## src/rtl/neuron_writeback.sv

```systemverilog
// Neuron write-back stage: counts MAC steps, rescales/saturates the final
// accumulator and writes it to neuron RAM. Optional macro NEURON_RELU_EN selects ReLU.
module neuron_writeback #(
    parameter int DATA_W     = 8,
    parameter int ACC_W      = 16,
    parameter int ADDR_W     = 8,
    parameter int FRAC_SHIFT = 4
) (
    input  logic                    clk,
    input  logic                    reset,
    input  logic                    start,
    input  logic [7:0]              nk,
    input  logic [7:0]              num_neurons,
    input  logic [ADDR_W-1:0]       write_base,
    input  logic                    acc_valid,
    input  logic signed [ACC_W-1:0] acc_in,
    output logic                    wr_en,
    output logic [ADDR_W-1:0]       wr_addr,
    output logic [DATA_W-1:0]       wr_data,
    output logic                    mac_forget,
    output logic                    busy,
    output logic                    done,
    output logic                    err,
    output logic [2:0]              dbg_state
);

    typedef enum logic [2:0] {
        S_IDLE  = 3'd0,
        S_ACCUM = 3'd1,
        S_ACT   = 3'd2,
        S_WRITE = 3'd3,
        S_DONE  = 3'd4
    } state_t;

    localparam logic signed [ACC_W-1:0] SAT_MAX = ACC_W'((1 << (DATA_W - 1)) - 1);
    localparam logic signed [ACC_W-1:0] SAT_MIN = ~SAT_MAX;
    localparam logic [DATA_W-1:0]       OUT_MAX = {1'b0, {(DATA_W-1){1'b1}}};
    localparam logic [DATA_W-1:0]       OUT_MIN = {1'b1, {(DATA_W-1){1'b0}}};

    state_t state;
    state_t state_next;

    logic [7:0]              nk_q;
    logic [7:0]              num_neurons_q;
    logic [ADDR_W-1:0]       write_base_q;
    logic [7:0]              in_cnt;
    logic [7:0]              neuron_idx;
    logic signed [ACC_W-1:0] acc_reg;
    logic signed [ACC_W-1:0] shifted;
    logic [DATA_W-1:0]       sat_val;

    logic take_start;
    logic bad_cfg;
    logic acc_step;
    logic acc_last;
    logic act_load;
    logic next_neuron;
    logic overrun;

    assign bad_cfg   = (nk == 8'd0) || (num_neurons == 8'd0);
    assign dbg_state = state;

    // acc_valid has no ready: a value is consumed only in ACCUM (or ignored on
    // the accepted start cycle); in any other state it is dropped and flagged in err.
    assign overrun = acc_valid && (state != S_ACCUM) && !(state == S_IDLE && start);

    always_ff @(posedge clk or negedge reset) begin
        if (!reset) begin
            state <= S_IDLE;
        end else begin
            state <= state_next;
        end
    end

    always_comb begin
        state_next  = state;
        take_start  = 1'b0;
        acc_step    = 1'b0;
        acc_last    = 1'b0;
        act_load    = 1'b0;
        next_neuron = 1'b0;
        wr_en       = 1'b0;
        wr_addr     = '0;
        mac_forget  = 1'b0;
        done        = 1'b0;
        busy        = (state != S_IDLE);
        case (state)
            S_IDLE: begin
                if (start) begin
                    take_start = 1'b1;
                    state_next = bad_cfg ? S_DONE : S_ACCUM;
                end
            end
            S_ACCUM: begin
                if (acc_valid) begin
                    acc_step = 1'b1;
                    if (in_cnt == nk_q - 8'd1) begin
                        acc_last   = 1'b1;
                        state_next = S_ACT;
                    end
                end
            end
            S_ACT: begin
                act_load   = 1'b1;
                state_next = S_WRITE;
            end
            S_WRITE: begin
                wr_en      = 1'b1;
                mac_forget = 1'b1;
                // Address wraps modulo 2^ADDR_W by construction.
                wr_addr    = write_base_q + ADDR_W'(neuron_idx);
                if (neuron_idx == num_neurons_q - 8'd1) begin
                    state_next = S_DONE;
                end else begin
                    next_neuron = 1'b1;
                    state_next  = S_ACCUM;
                end
            end
            S_DONE: begin
                done       = 1'b1;
                state_next = S_IDLE;
            end
            default: begin
                state_next = S_IDLE;
            end
        endcase
    end

    assign shifted = acc_reg >>> FRAC_SHIFT;

`ifdef NEURON_RELU_EN
    always_comb begin
        if (shifted[ACC_W-1]) begin
            sat_val = '0;
        end else if (shifted > SAT_MAX) begin
            sat_val = OUT_MAX;
        end else begin
            sat_val = shifted[DATA_W-1:0];
        end
    end
`else
    always_comb begin
        if (shifted > SAT_MAX) begin
            sat_val = OUT_MAX;
        end else if (shifted < SAT_MIN) begin
            sat_val = OUT_MIN;
        end else begin
            sat_val = shifted[DATA_W-1:0];
        end
    end
`endif

    always_ff @(posedge clk or negedge reset) begin
        if (!reset) begin
            nk_q          <= '0;
            num_neurons_q <= '0;
            write_base_q  <= '0;
        end else if (take_start) begin
            nk_q          <= nk;
            num_neurons_q <= num_neurons;
            write_base_q  <= write_base;
        end
    end

    always_ff @(posedge clk or negedge reset) begin
        if (!reset) begin
            in_cnt     <= '0;
            neuron_idx <= '0;
        end else if (take_start) begin
            in_cnt     <= '0;
            neuron_idx <= '0;
        end else if (next_neuron) begin
            in_cnt     <= '0;
            neuron_idx <= neuron_idx + 8'd1;
        end else if (acc_step) begin
            in_cnt <= in_cnt + 8'd1;
        end
    end

    always_ff @(posedge clk or negedge reset) begin
        if (!reset) begin
            acc_reg <= '0;
        end else if (acc_last) begin
            acc_reg <= acc_in;
        end
    end

    // wr_data is only reloaded in ACT so it holds its value everywhere else.
    always_ff @(posedge clk or negedge reset) begin
        if (!reset) begin
            wr_data <= '0;
        end else if (act_load) begin
            wr_data <= sat_val;
        end
    end

    always_ff @(posedge clk or negedge reset) begin
        if (!reset) begin
            err <= 1'b0;
        end else if (take_start) begin
            err <= bad_cfg;
        end else if (overrun) begin
            err <= 1'b1;
        end
    end

endmodule

```

## config.mk

```make
export PLATFORM = sky130hd
export DESIGN_NAME = neuron_writeback
export DESIGN_NICKNAME = d
export VERILOG_FILES = /design/src/rtl/neuron_writeback.sv
export SDC_FILE = /design/constraint.sdc
export NUM_CORES = 1
export LEC_CHECK = 0
export CAP_MARGIN = 0
export CORE_ASPECT_RATIO = 2
export CORE_MARGIN = 2
export CORE_UTILIZATION = 52
export CTS_CLUSTER_SIZE = 8
export DETAILED_ROUTE_END_ITERATION = 10
export GPL_ROUTABILITY_DRIVEN = 0
export HOLD_SLACK_MARGIN = 0.08
export PLACE_DENSITY_LB_ADDON = 0.2
export SETUP_SLACK_MARGIN = 0.1
export SYNTH_ARGS = -nofsm -noshare
export SYNTH_HDL_FRONTEND = slang
export SYNTH_SLANG_ARGS = --single-unit
```

## constraint.sdc

```tcl
create_clock -name clk -period 3.2 [get_ports clk]
set_clock_uncertainty 0.05 [all_clocks]
set_input_delay 0.8 -clock clk [delete_from_list [all_inputs] [get_ports clk]]
set_output_delay 0.8 -clock clk [all_outputs]
set_load 0.01 [all_outputs]
```

==> metrics.md, run 1 <==
| Metric | Value |
|---|---|
| Initial antenna violation count | `0` |
| N_diodes | `0` |
| Fin. Hold Viols | `0` |
| Top FF cell, synth | `dfrtp_1` |
| CTS tree | `built` |
| Global-route wire length before repair | `13.7 mm` |
| Die Ht | `121 µm` |
| Compound-Gate Fraction of Synth Area | `8.36%` |
| Setup crit end kind | `primary output` |
| Area growth syn-to-layout | `29.5%` |
| CP max FO | `2` |
| Maxcap violations | `0` |
| Synth Area per Inst | `roughly 9.3 µm²` |
| Setup Slack @ Placement | `-0.0828 ns` |
| Die span in x | `62.4 µm` |
| Share of the synthesized area in the top cell type | `45.1%` |
| Total gr overflow | `0` |
| Crit start category | `register` |
| Post-DR wirelength/cell | `~15 µm` |
| IO Count | `68` |
| Row count | `42` |
| Placed inst area | `4280 µm²` |
| Final setup TNS | `0 ns` |
| Final period utilization | `98.4%` |
| Comb pwr share | `44.9%` |
| Worst Tran Pin Value | `0.959 ns` |
| Non-Filler Instances | `549` |
| Cell Pwr Density | `890 nW/µm²` |
| Worst Hold Depth | `2` |
| First-pass detailed-route iteration total | `5` |
| Maximum VDD drop | `between 0.5 and 0.6 mV` |
| Nets | `about 510` |
| Worst Hold Slack | `0.430 ns` |
| CTS root buf | `clkbuf_16` |
| Main combinational cell family by area after synthesis | `simple AND/OR/NAND/NOR gates` |
| Max Freq | `318 MHz` |
| WL final | `between 8 and 9 mm` |
| Post-synth ARST share | `100%` |
| Crit path kind | `register to primary output` |
| Sw Ratio | `37.9%` |
| Ys Warns | `0` |
| Slew headroom | `a little over a third` |
| Hold Path Class | `register to register` |
| Setup ws final | `roughly 0.051 ns` |
| Fin util | `69.4%` |
| Leakage power | `2.21 nW` |
| Total Die Area | `7540 µm²` |
| Largest net degree at the start of global routing | `32` |
| Initial Util | `53.6%` |
| Synth area leaders | `dfrtp_1, nand2_1, xnor2_1` |
| RSZ-0062 raised after global routing | `true` |
| Via count | `~2,900` |
| Post-synth EDFFs | `0` |
| Core area | `6620 µm²` |
| Post-Synth Simple-Gate Area | `22.8%` |
| Multiplexer share of the synthesized area | `about 7.2%` |
| DRC | `0` |
| Area share of fa/ha/maj cells after synthesis | `approximately 4.4%` |
| DRT iter0 DRCs | `~80` |
| Outcome | `complete, no violations` |
| Clk sinks | `64` |
| Port buffer count | `63` |
| Syn nets | `436` |
| CTS Buf Count | `9` |
| H-tree depth | `3` |
| Clk slew on worst S/H paths | `approximately 0.05 ns` |
| Minimum clock period | `around 3.1 ns` |
| Dpl hpwl | `6.15 mm` |
| Share of cells above drive strength 1 | `10.6%` |
| Power Total | `4.09 mW` |
| Max FFs per register | `12` |
| Sequential area share after synthesis | `45.1%` |
| R2R cell count | `10` |
| DRT antenna net count | `0` |
| Filler cell count | `549` |
| Clock power share | `21.1%` |
| Post-synth top area cell | `dfrtp_1` |
| Pint | `2.54 mW` |
| Cells after Synth | `between 300 and 400` |
| Worst-Skew Late Latency | `0.33 ns` |
| Mapped Area | `3550 µm²` |
| Final Setup Violations | `0` |
| Sequential share of power | `34.0%` |
| Synth Area in XOR/XNOR | `under 10%` |
| Number of global-route vias before repair | `approximately 3,000` |
| Worst EP required | `2.35 ns` |
| Synth unique cells | `47` |
| Post-synthesis register bit count | `between 60 and 70` |
| Arr. time, crit path | `2.30 ns` |
| All-Layer GR Usage | `23.4%` |
| Slew Limit Fails | `0` |
| Inst Count DP | `528` |
| Via-per-instance ratio | `5.34` |
| CTS Buffer Depth | `2` |
| Final Cell Area | `4590 µm²` |
| Switch Pwr | `1.55 mW` |
routing by layer:
| metal | share of wire [%] | global-route usage [%] | wire length, µm |
|---|---|---|---|
| met1 | 35 | 24.2 | 2860 |
| met3 | 3.8 | 5.77 | 306 |
| met2 | 57 | 42.8 | 4650 |
| met5 | 0 | 0 | 0 |
| met4 | 3.5 | 12.5 | 282 |
final timing paths:
kind                            slack, ns                 startpoint                     end
min in group asynchronous            0.45                      reset  acc_reg[8]$_DFFE_PN0P_
worst max register to register       0.50        nk_q[0]$_DFFE_PN0P_  acc_reg[4]$_DFFE_PN0P_
max in group asynchronous            1.93                      reset         err$_DFFE_PN0P_
worst min register to register       0.43     wr_data[2]$_DFFE_PN0P_  wr_data[2]$_DFFE_PN0P_
worst max-delay path                 0.05  neuron_idx[1]$_DFFE_PN0P_              wr_addr[7]
worst min-delay path                 0.43     wr_data[2]$_DFFE_PN0P_  wr_data[2]$_DFFE_PN0P_
power groups by stage:
stage | Sequential (mW) | Clock (mW) | Combinational, mW
final | 1.39 | 0.864 | 1.84
after CTS | 1.38 | 0.885 | 1.83
after detailed placement | 1.40 | 0 | 1.80
after global routing | 1.43 | 0.920 | 2.07
after floorplan | 1.35 | 0 | 1.25
after global placement | 1.39 | 0 | 1.74
worst max-delay path, cell delays in order (launching register included):
cell	delay, ns
dfrtp_1	0.38
ha_1	0.29
a21o_1	0.17
a21oi_2	0.19
nor2b_2	0.08
o21a_1	0.18
o41a_1	0.32
xnor2_1	0.13
nor2_1	0.10
buf_2	0.13
cells in the mapped netlist (2+ instances only):
cell and instances:
nor2b_1 2, o21ai_0 17, a21oi_1 7, buf_6 3
nand4_1 7, mux2_1 10, dfrtp_1 64, nor4_1 4
mux2_2 3, o211ai_1 3, xnor2_1 19, inv_1 10
or4_1 4, nor2_1 31, and3_1 2, ha_1 11
nand2b_1 4, nor3b_1 2, nand2_1 97, a21o_1 4
clkbuf_1 9, nor3_1 7, nand3b_1 2, xor2_1 17
mux2i_1 7, nand3_1 8, and2_1 5, a211oi_1 2
layout make-up:
| type | count | area (µm²) | share of cell area, % |
|---|---|---|---|
| Multi-Input combinational cell | 293 | 1850 | 40.3 |
| Sequential cell | 64 | 1600 | 34.9 |
| Clock buffer | 12 | 246 | 5.36 |
| Clock inverter | 4 | 20.0 | 0.436 |
| Tap cell | 88 | 110 | 2.40 |
| Inverter | 10 | 37.5 | 0.817 |
| Timing Repair Buffer | 78 | 726 | 15.8 |
layout by cell type (no fill, tap or decap), drive strengths merged, types with 3 or more instances in the layout:
| master | count |
|---|---|
| clkinv | 4 |
| nor2 | 32 |
| dfrtp | 64 |
| o211ai | 3 |
| nand2 | 97 |
| a21o | 4 |
| clkdlybuf4s50 | 57 |
| mux2i | 8 |
| nor3 | 7 |
| or4 | 4 |
| a21oi | 8 |
| xor2 | 17 |
| buf | 18 |
| o21ai | 17 |
| nand4 | 7 |
| mux2 | 14 |
| nand2b | 4 |
| inv | 10 |
| nor4 | 4 |
| and2 | 5 |
| clkbuf | 13 |
| xnor2 | 19 |
| nand3 | 8 |
| ha | 11 |
kinds of logic (layout without fill, tap and decap cells):
kind of cell / after synthesis / after routing
compound gates: 42 / 42
xor+xnor: 36 / 36
simple gates: 181 / 181
mux: 22 / 22
flops: 64 / 64
fa+ha+maj: 12 / 12
buf+inv: 23 / 104
what timing repair did:
item / 4_1_cts / 5_1_grt
setup endpoints to repair: 5 / 16
buffers inserted: 3 / 2
gates resized for setup: 16 / 5
hold buffers: 0 / 0
pin swaps: 6 / 3
cloned: 0 / 0
Note: power is estimated with default switching activity, not from simulation.
==> inputs of run 2 (changes only) <==
Settings changed: CORE_UTILIZATION 52 to 55, DONT_BUFFER_PORTS set to 1, PLACE_DENSITY set to 0.7, PLACE_DENSITY_LB_ADDON 0.2 to unset.
==> run 2 against run 1 <==
Combinational power decreased by 17%. Total power decreased by 6.0%. Hold slack got worse by 0.31 ns. Fmax increased by 1.2%. Largest power group unchanged. Critical path type unchanged. Highest routed layer unchanged. Worst setup slack improved by 0.036 ns. Global-route usage about the same.
==> metrics.md, run 2 (same netlist as run 1, synthesis figures left out) <==
| Metric | Value |
|---|---|
| CP max stage cell | `dfrtp_1` |
| Via-per-instance ratio | `5.48` |
| Hold-fix buffers at CTS | `0` |
| Dpl hpwl | `5.54 mm` |
| Maximum VDD drop | `0.627 mV` |
| DRT antenna net count | `0` |
| WP buf/inv | `0` |
| Largest net degree at the start of global routing | `65` |
| Share of cells above drive strength 1 | `11.4%` |
| Row count | `41` |
| Final Setup Violations | `0` |
| Initial Util | `56.7%` |
| CTS Buffer Depth | `2` |
| Crit start category | `register` |
| Cell depth of the worst setup path | `8` |
| Core area | `6260 µm²` |
| Final Cell Area | `3970 µm²` |
| Die Ht | `118 µm` |
| Worst Tran Pin Value | `about 0.95 ns` |
| Post-DR wirelength/cell | `15.5 µm` |
| Slew Limit Fails | `0` |
| Port buffer count | `0` |
| DRC | `0` |
| CTS root buf | `clkbuf_16` |
| Met3 GRT Util | `roughly 8%` |
| CTS tree | `built` |
| CP Cell Sequence | `ha_4, fa_2, a21o_1, a21o_1, a21o_1, a21oi_2, xor2_1, nor2_2` |
| RSZ-0062 raised after global routing | `true` |
| DRT iter0 DRCs | `about 90` |
| Worst EP required | `2.35 ns` |
| Placed inst area | `3610 µm²` |
| Setup Slack @ Placement | `0.313 ns` |
| CTS Buf Count | `9` |
| Non-Filler Instances | `480` |
| Worst stage delay on the critical path | `0.42 ns` |
| Initial antenna violation count | `0` |
| Clk sinks | `64` |
| Final period utilization | `97.3%` |
| Maxcap violations | `0` |
| Via count | `2,632` |
| Total Die Area | `7150 µm²` |
| Most common cell after layout, fill and taps aside | `nand2_1` |
| Slew headroom | `between 30% and 40%` |
| Setup ws final | `just under 0.09 ns` |
| Most frequent cells in the layout | `nand2_1, dfrtp_1, nor2_1` |
| Fin. Hold Viols | `0` |
| All-Layer GR Usage | `23.5%` |
| Clk slew on worst S/H paths | `0.06 ns` |
| R2R cell count | `10` |
| GRT Max-Usage Layer | `met2` |
| Leakage power | `1.93 nW` |
| Final setup TNS | `0 ns` |
| Worst Hold Slack | `0.117 ns` |
| Minimum clock period | `3.11 ns` |
| Hold Path Class | `primary input to asynchronous set/reset pin` |
| Max FFs per register | `12` |
| WL final | `roughly 7.5 mm` |
| Filler cell count | `around 560` |
| Die span in x | `60.8 µm` |
| H-tree depth | `3` |
| Setup crit end kind | `primary output` |
| Crit path kind | `register to primary output` |
| Fin util | `roughly 63%` |
| Area growth syn-to-layout | `12.0%` |
| First-pass detailed-route iteration total | `4` |
| CP top delay family | `compound AO/OA/AOI/OAI gates` |
| Max Freq | `321 MHz` |
| Cell Pwr Density | `967 nW/µm²` |
| Nets | `445` |
| GRT met1 Usage | `24.5%` |
| Worst-Skew Late Latency | `0.32 ns` |
| Global-route wire length before repair | `12.5 mm` |
| IO Count | `68` |
| CP max FO | `2` |
| Number of global-route vias before repair | `2,711` |
| N_diodes | `0` |
| Power Total | `3.84 mW` |
| Inst Count DP | `~460` |
| Total gr overflow | `0` |
| M2 GR Usage | `about two fifths` |
| Outcome | `complete, no violations` |
| Crit path top cell by count | `a21o_1` |
| Arr. time, crit path | `about 2.3 ns` |
run 2: per-layer routing:
metal | up-vias | share of wire, %
met1 | 1256 | 36
met3 | 21 | 4.6
met2 | 54 | 55
met4 | 0 | 3.8
li1 | 1301 | -
met5 | - | 0
run 2: what timing repair did:
item / 4_1_cts / 5_1_grt
endpoints found under the setup margin: 2 / 14
buffers inserted: 5 / 2
gates resized for setup: 6 / 4
pin swaps: 2 / 9
run 2: area by class of cell:
class / count / area [µm²] / area share [%]
clock buffers: 11 / 243 / 6.11
clock inverters: 5 / 32.5 / 0.819
inverters: 10 / 37.5 / 0.945
multi-input cells: 293 / 1870 / 47.0
flip-flops and latches: 64 / 1600 / 40.3
well taps: 86 / 108 / 2.71
repair buffers: 11 / 82.6 / 2.08
run 2: worst reg2reg max path: stages (launching register included):
cell and delay [ns]:
dfrtp_1 0.42, inv_1 0.09, ha_1 0.18, nor3b_2 0.28
nand2_1 0.09, o211ai_1 0.16, o211ai_1 0.13, a2111oi_2 0.48
and2b_1 0.20, buf_4 0.20, mux2_2 0.35
run 2: report_power, final:
group,switching (mW),internal (mW)
clock,0.344,0.541
combinational,0.848,0.675
sequential,0.325,1.11
run 2: worst paths after layout:
check	slack [ns]	to	startpoint
worst min-delay path	0.12	acc_reg[7]$_DFFE_PN0P_	reset
worst min register to register	0.43	acc_reg[7]$_DFFE_PN0P_	acc_reg[7]$_DFFE_PN0P_
max in group asynchronous	2.86	nk_q[7]$_DFFE_PN0P_	reset
worst max register to register	0.47	acc_reg[5]$_DFFE_PN0P_	nk_q[0]$_DFFE_PN0P_
worst max-delay path	0.09	wr_addr[6]	neuron_idx[0]$_DFFE_PN0P_
min in group clk	0.43	acc_reg[7]$_DFFE_PN0P_	acc_reg[7]$_DFFE_PN0P_
==> RTL change 1 (settings of run 2) <==
Register the input `acc_in` before use, with the module's reset. The logic sees it one clock later. The other inputs are not delayed to match.
--- a/src/rtl/neuron_writeback.sv
+++ b/src/rtl/neuron_writeback.sv
@@ -37,6 +37,16 @@
     localparam logic [DATA_W-1:0]       OUT_MAX = {1'b0, {(DATA_W-1){1'b1}}};
     localparam logic [DATA_W-1:0]       OUT_MIN = {1'b1, {(DATA_W-1){1'b0}}};
 
+    logic signed [ACC_W-1:0] acc_q;
+
+    always_ff @(posedge clk or negedge reset) begin
+        if (!reset) begin
+            acc_q <= '0;
+        end else begin
+            acc_q <= acc_in;
+        end
+    end
+
     state_t state;
     state_t state_next;
 
@@ -181,7 +191,7 @@
         if (!reset) begin
             acc_reg <= '0;
         end else if (acc_last) begin
-            acc_reg <= acc_in;
+            acc_reg <= acc_q;
         end
     end
 
Check against the original RTL: not equivalent (Yosys sat finds a counterexample within 4 cycles, from zero or initial values and one cycle with reset low).
==> RTL change 1 against run 2 <==
Utilization shrank 0.88 points. Setup slack better by 88 ps. Synthesized area up 10%. Sequential cell count increased by 12. Design area is 9.4% higher. Hold slack got worse by 15 ps. Wire length is 12% higher. Critical endpoint is now wr_addr[7].
Power is not compared: it rests on default switching activity, and its combinational part moved more than twofold at a synthesized area within 25%.
==> RTL change 1: results (changes against run 2) <==
Biggest fanout along the worst timing path: 3 (was 2). The total of warnings raised by yosys came out at 0 (unchanged). The maximum clock path buffer count is 2 (unchanged).

For the endpoint arrival time on the critical path, the log shows 2180 ps (was 2260 ps). The destination of the worst register-to-register timing path was acc_reg[15]$_DFFE_PN0P_ (was acc_reg[5]$_DFFE_PN0P_). The adder and majority cell fraction of the synthesized area is 4.023% (was 4.444%), and the gate count after technology mapping is 403 (was 380). The tools report the number of cells in the finished layout apart from fillers as 499 (was 480).

The post-detailed-route wirelength per cell came out at 16.79 um (was 15.52 um). The run gives 10 (was 6) as the number of gates resized after cts. The setup slack of the most critical reg-to-reg path is 660 ps (was 470 ps).

Insertion delay of the later-clocked pin in the worst-skew pair: 340 ps (was 320 ps). The area fraction in compound gates after synthesis was 7.854% (was 8.360%); the largest net degree at the start of global routing was 77 (was 65). The headroom to the max-slew limit is 48.05% (was 36.67%), and the post-detailed-placement cell area is 0.004001 mm^2 (was 0.003610 mm^2). For the portion of the post-synthesis area used by sequential elements, the log shows 48.53% (was 45.15%). The average via count per standard cell was 5.731 (was 5.483); the unique cell type count in the Yosys netlist was 50 (was 47). The number of post-CTS setup repair buffers is 0 (was 5), and the number of global-route vias before repair is 2956 (was 2711). The wire length of the first global-routing pass was 13630 um (was 12480 um); the total global-route track usage was 23.11% (was 23.48%). The run gives 330.5 MHz (was 321.2 MHz) as the peak clock frequency supported by timing.

The stage delay of the slowest cell on the critical path was 400 ps (was 420 ps). Termination of the worst setup path: wr_addr[7] (was wr_addr[6]). The first element of the critical path is write_base_q[1]$_DFFE_PN0P_ (was neuron_idx[0]$_DFFE_PN0P_). The xor/xnor cell area share of the yosys netlist is 7.152% (was 8.889%), and the number of fill cells in the layout is 570 (was 556). For the number of placed instances, taps included, the log shows 481 (was 457). The flow ran to the end, and the final reports show no timing, DRC or antenna violations.

The share of final-layout standard cells stronger than drive strength 1 is 12.96% (was 11.42%). Length in cells of the worst reg-to-reg path: 8 (was 10). The worst setup timing slack at the placement stage was 151.7 ps (was 313.1 ps); the mux share of post-synthesis cell area was 7.375% (was 7.160%). Most instantiated cells after synthesis: nand2_1, dfrtp_1, nor2_1, xnor2_1, nor3_1 (was nand2_1, dfrtp_1, nor2_1, xnor2_1).

For the HPWL after detailed placement, the log shows 6096 um (was 5536 um). For the initial DRC count, the log shows 151 (was 89). The run gives 9 (unchanged) as the number of buffers inserted during clock tree synthesis. Top area cells in the synthesized netlist: dfrtp_1, nand2_1, xnor2_1, mux2_2, ha_1 (was dfrtp_1, nand2_1, xnor2_1, xor2_1, ha_1).

The fraction of post-synthesis cell area in the top cell type by area works out to 48.53% (was 45.15%).
==> RTL change 1: worst max-delay path, delay by kind of cell, from the launching register on <==
kind                     cells  cell delay [ps]
adder cells (fa/ha/maj)      1              310
flip-flops                   1              400
AO/OA/AOI/OAI                6             1130
==> RTL change 1: final cells by class <==
class                      instances  area (um^2)  area share [%]
multi-input combinational        299         1941           44.66
sequential                        76         1903           43.80
clock buffer                       9        225.2           5.183
tap                               90        112.6           2.591
timing repair buffer               7        65.06           1.497
clock inverter                     7        57.56           1.325
inverter                          11        41.29          0.9502
==> RTL change 1: worst min-delay path by stage <==
stage                                         to  slack [ps]  cells after the start
finish              num_neurons_q[2]$_DFFE_PN0P_         100                      0
detailed placement        acc_reg[6]$_DFFE_PN0P_         410                      1
floorplan            write_base_q[0]$_DFFE_PN0P_         400                      2
global placement         acc_reg[15]$_DFFE_PN0P_         410                      1
CTS                 num_neurons_q[2]$_DFFE_PN0P_          90                      0
global route        num_neurons_q[5]$_DFFE_PN0P_          90                      0
==> RTL change 1: logic make-up after synthesis <==
logic type | after synthesis
adders and majority gates | 12
AOI/OAI and AO/OA | 49
buffers and inverters | 28
and+or+nand+nor | 180
muxes | 26
DFF | 76
xor gates and xnor gates | 32
==> RTL change 1: power by group through the flow <==
stage,clock (mW),sequential [mW],combinational [mW]
floorplan,0,1.15,0.319
global placement,0,1.19,0.361
detailed placement,0,1.19,0.376
CTS,0.970,1.18,0.389
global route,1.00,1.19,0.453
finish,0.953,1.18,0.400
==> RTL change 1: per-layer routing <==
layer | wire, um | part of all wire [%] | track usage (%)
met1 | 2924 | 35 | 22.91
met2 | 4816 | 57 | 42.50
met3 | 341 | 4.1 | 4.186
met4 | 294 | 3.5 | 16.30
met5 | 0 | 0 | 0
==> RTL change 2 (config.mk and constraints of run 2) <==
Made on the original files. The option `NEURON_RELU_EN` is turned on by a define.
--- a/src/rtl/neuron_writeback.sv
+++ b/src/rtl/neuron_writeback.sv
@@ -1,5 +1,7 @@
 // Neuron write-back stage: counts MAC steps, rescales/saturates the final
 // accumulator and writes it to neuron RAM. Optional macro NEURON_RELU_EN selects ReLU.
+`define NEURON_RELU_EN
+
 module neuron_writeback #(
     parameter int DATA_W     = 8,
     parameter int ACC_W      = 16,
Function: changed (a bounded check fails within 4 cycles, from zero or initial values and one cycle with reset low).
==> RTL change 2 against run 2 <==
Design area rose by 1.9%. Setup slack better by 55 ps. Sequential cell count is the same. Critical path type unchanged. Global-route usage is 0.96 points lower. Wire length rose by 3.1%. Combinational power fell by 11%. Register-to-register slack improved by 280 ps. Synthesized area grew 3.1%. Fmax rose by 1.8%. Power is 5.5% lower.
==> RTL change 2: results (changes against run 2) <==
Number of cells in the finished layout apart from fillers: 489 (was 480). The HPWL after detailed placement came out at 5501 um (was 5536 um). The flow ran to the end, and the final reports show no timing, DRC or antenna violations. Unique cell type count in the Yosys netlist: 56 (was 47). The length in cells of the worst reg-to-reg path was 9 (was 10); the final routed wirelength across all metal layers was 7683 um (was 7450 um). The post-synth net total came out at 447 (was 436). The met3 track demand over resource in global routing is 5.320% (was 7.802%). The mux share of post-synthesis cell area was 5.062% (was 7.160%).

The ratio of final minimum period to clock period was 95.59% (was 97.30%). Met2 wire length: 3997 um (was 4128 um). The logs give 287.8 ps (was 313.1 ps) for the worst setup timing slack at the placement stage and 750 ps (was 470 ps) for the setup slack of the most critical reg-to-reg path. The worst hold margin came out at 112.7 ps (was 116.9 ps). For the insertion delay of the later-clocked pin in the worst-skew pair, the log shows 330 ps. Most instantiated cells after synthesis: nand2_1, dfrtp_1, nor2_1, xnor2_1, xor2_1 (was nand2_1, dfrtp_1, nor2_1, xnor2_1). Wire length of the first global-routing pass: 12250 um (was 12480 um). The logs give 58.41% (was 36.67%) for the headroom to the max-slew limit and 7 (was 6) for the number of gates resized after cts. The post-detailed-placement cell area is 0.003670 mm^2 (was 0.003610 mm^2). The tools report the first element of the critical path as neuron_idx[1]$_DFFE_PN0P_ (was neuron_idx[0]$_DFFE_PN0P_). The switching share of power works out to 38.72% (was 39.51%).

For the number of post-CTS setup repair buffers, the log shows 3 (was 5). The tools report the termination of the worst setup path as wr_addr[7] (was wr_addr[6]). The global routing usage on met1 is 27.23% (was 24.49%). Number of placed instances, taps included: 465 (was 457).

The xor/xnor cell area share of the yosys netlist came out at 7.900% (was 8.889%). The leakage power is 1.908 nW (was 1.933 nW). Area fraction in compound gates after synthesis: 9.781% (was 8.360%). The endpoint arrival time on the critical path was 2210 ps (was 2260 ps). The cell at the slowest stage of the critical path was dfrtp_2 (was dfrtp_1). The share of final-layout standard cells stronger than drive strength 1 was 16.46% (was 11.42%); the portion of the post-synthesis area used by sequential elements was 43.78% (was 45.15%). The biggest fanout along the worst timing path was 3 (was 2). For the gate count after technology mapping, the log shows 391 (was 380).
[RTL change 2: cell types whose count changed in the layout (fill, tap and decap cells not counted), moves of 4 or more]
cell	run 2	this run
o31ai_1	0	7
o21ai_0	17	9
mux2_2	3	12
nand4_1	7	3
nand2_1	97	93
mux2_1	10	0
nor2_1	29	37
[RTL change 2: final cells by class]
| cell class | count | area, um^2 |
|---|---|---|
| Clock inverter | 7 | 48.80 |
| Tap cell | 88 | 110.1 |
| Multi-Input combinational cell | 301 | 1942 |
| Timing Repair Buffer | 11 | 86.33 |
| Fill cell | 604 | 2466 |
| Inverter | 9 | 33.78 |
| Sequential cell | 64 | 1604 |
| Clock buffer | 9 | 225.2 |
[RTL change 2: power groups by stage]
stage               clock network [mW]  logic (mW)  registers [mW]
floorplan                            0        1.12            1.31
global placement                     0        1.23            1.39
detailed placement                   0        1.29            1.41
CTS                              0.895        1.33            1.39
global route                     0.934        1.54            1.44
finish                           0.881        1.35            1.40
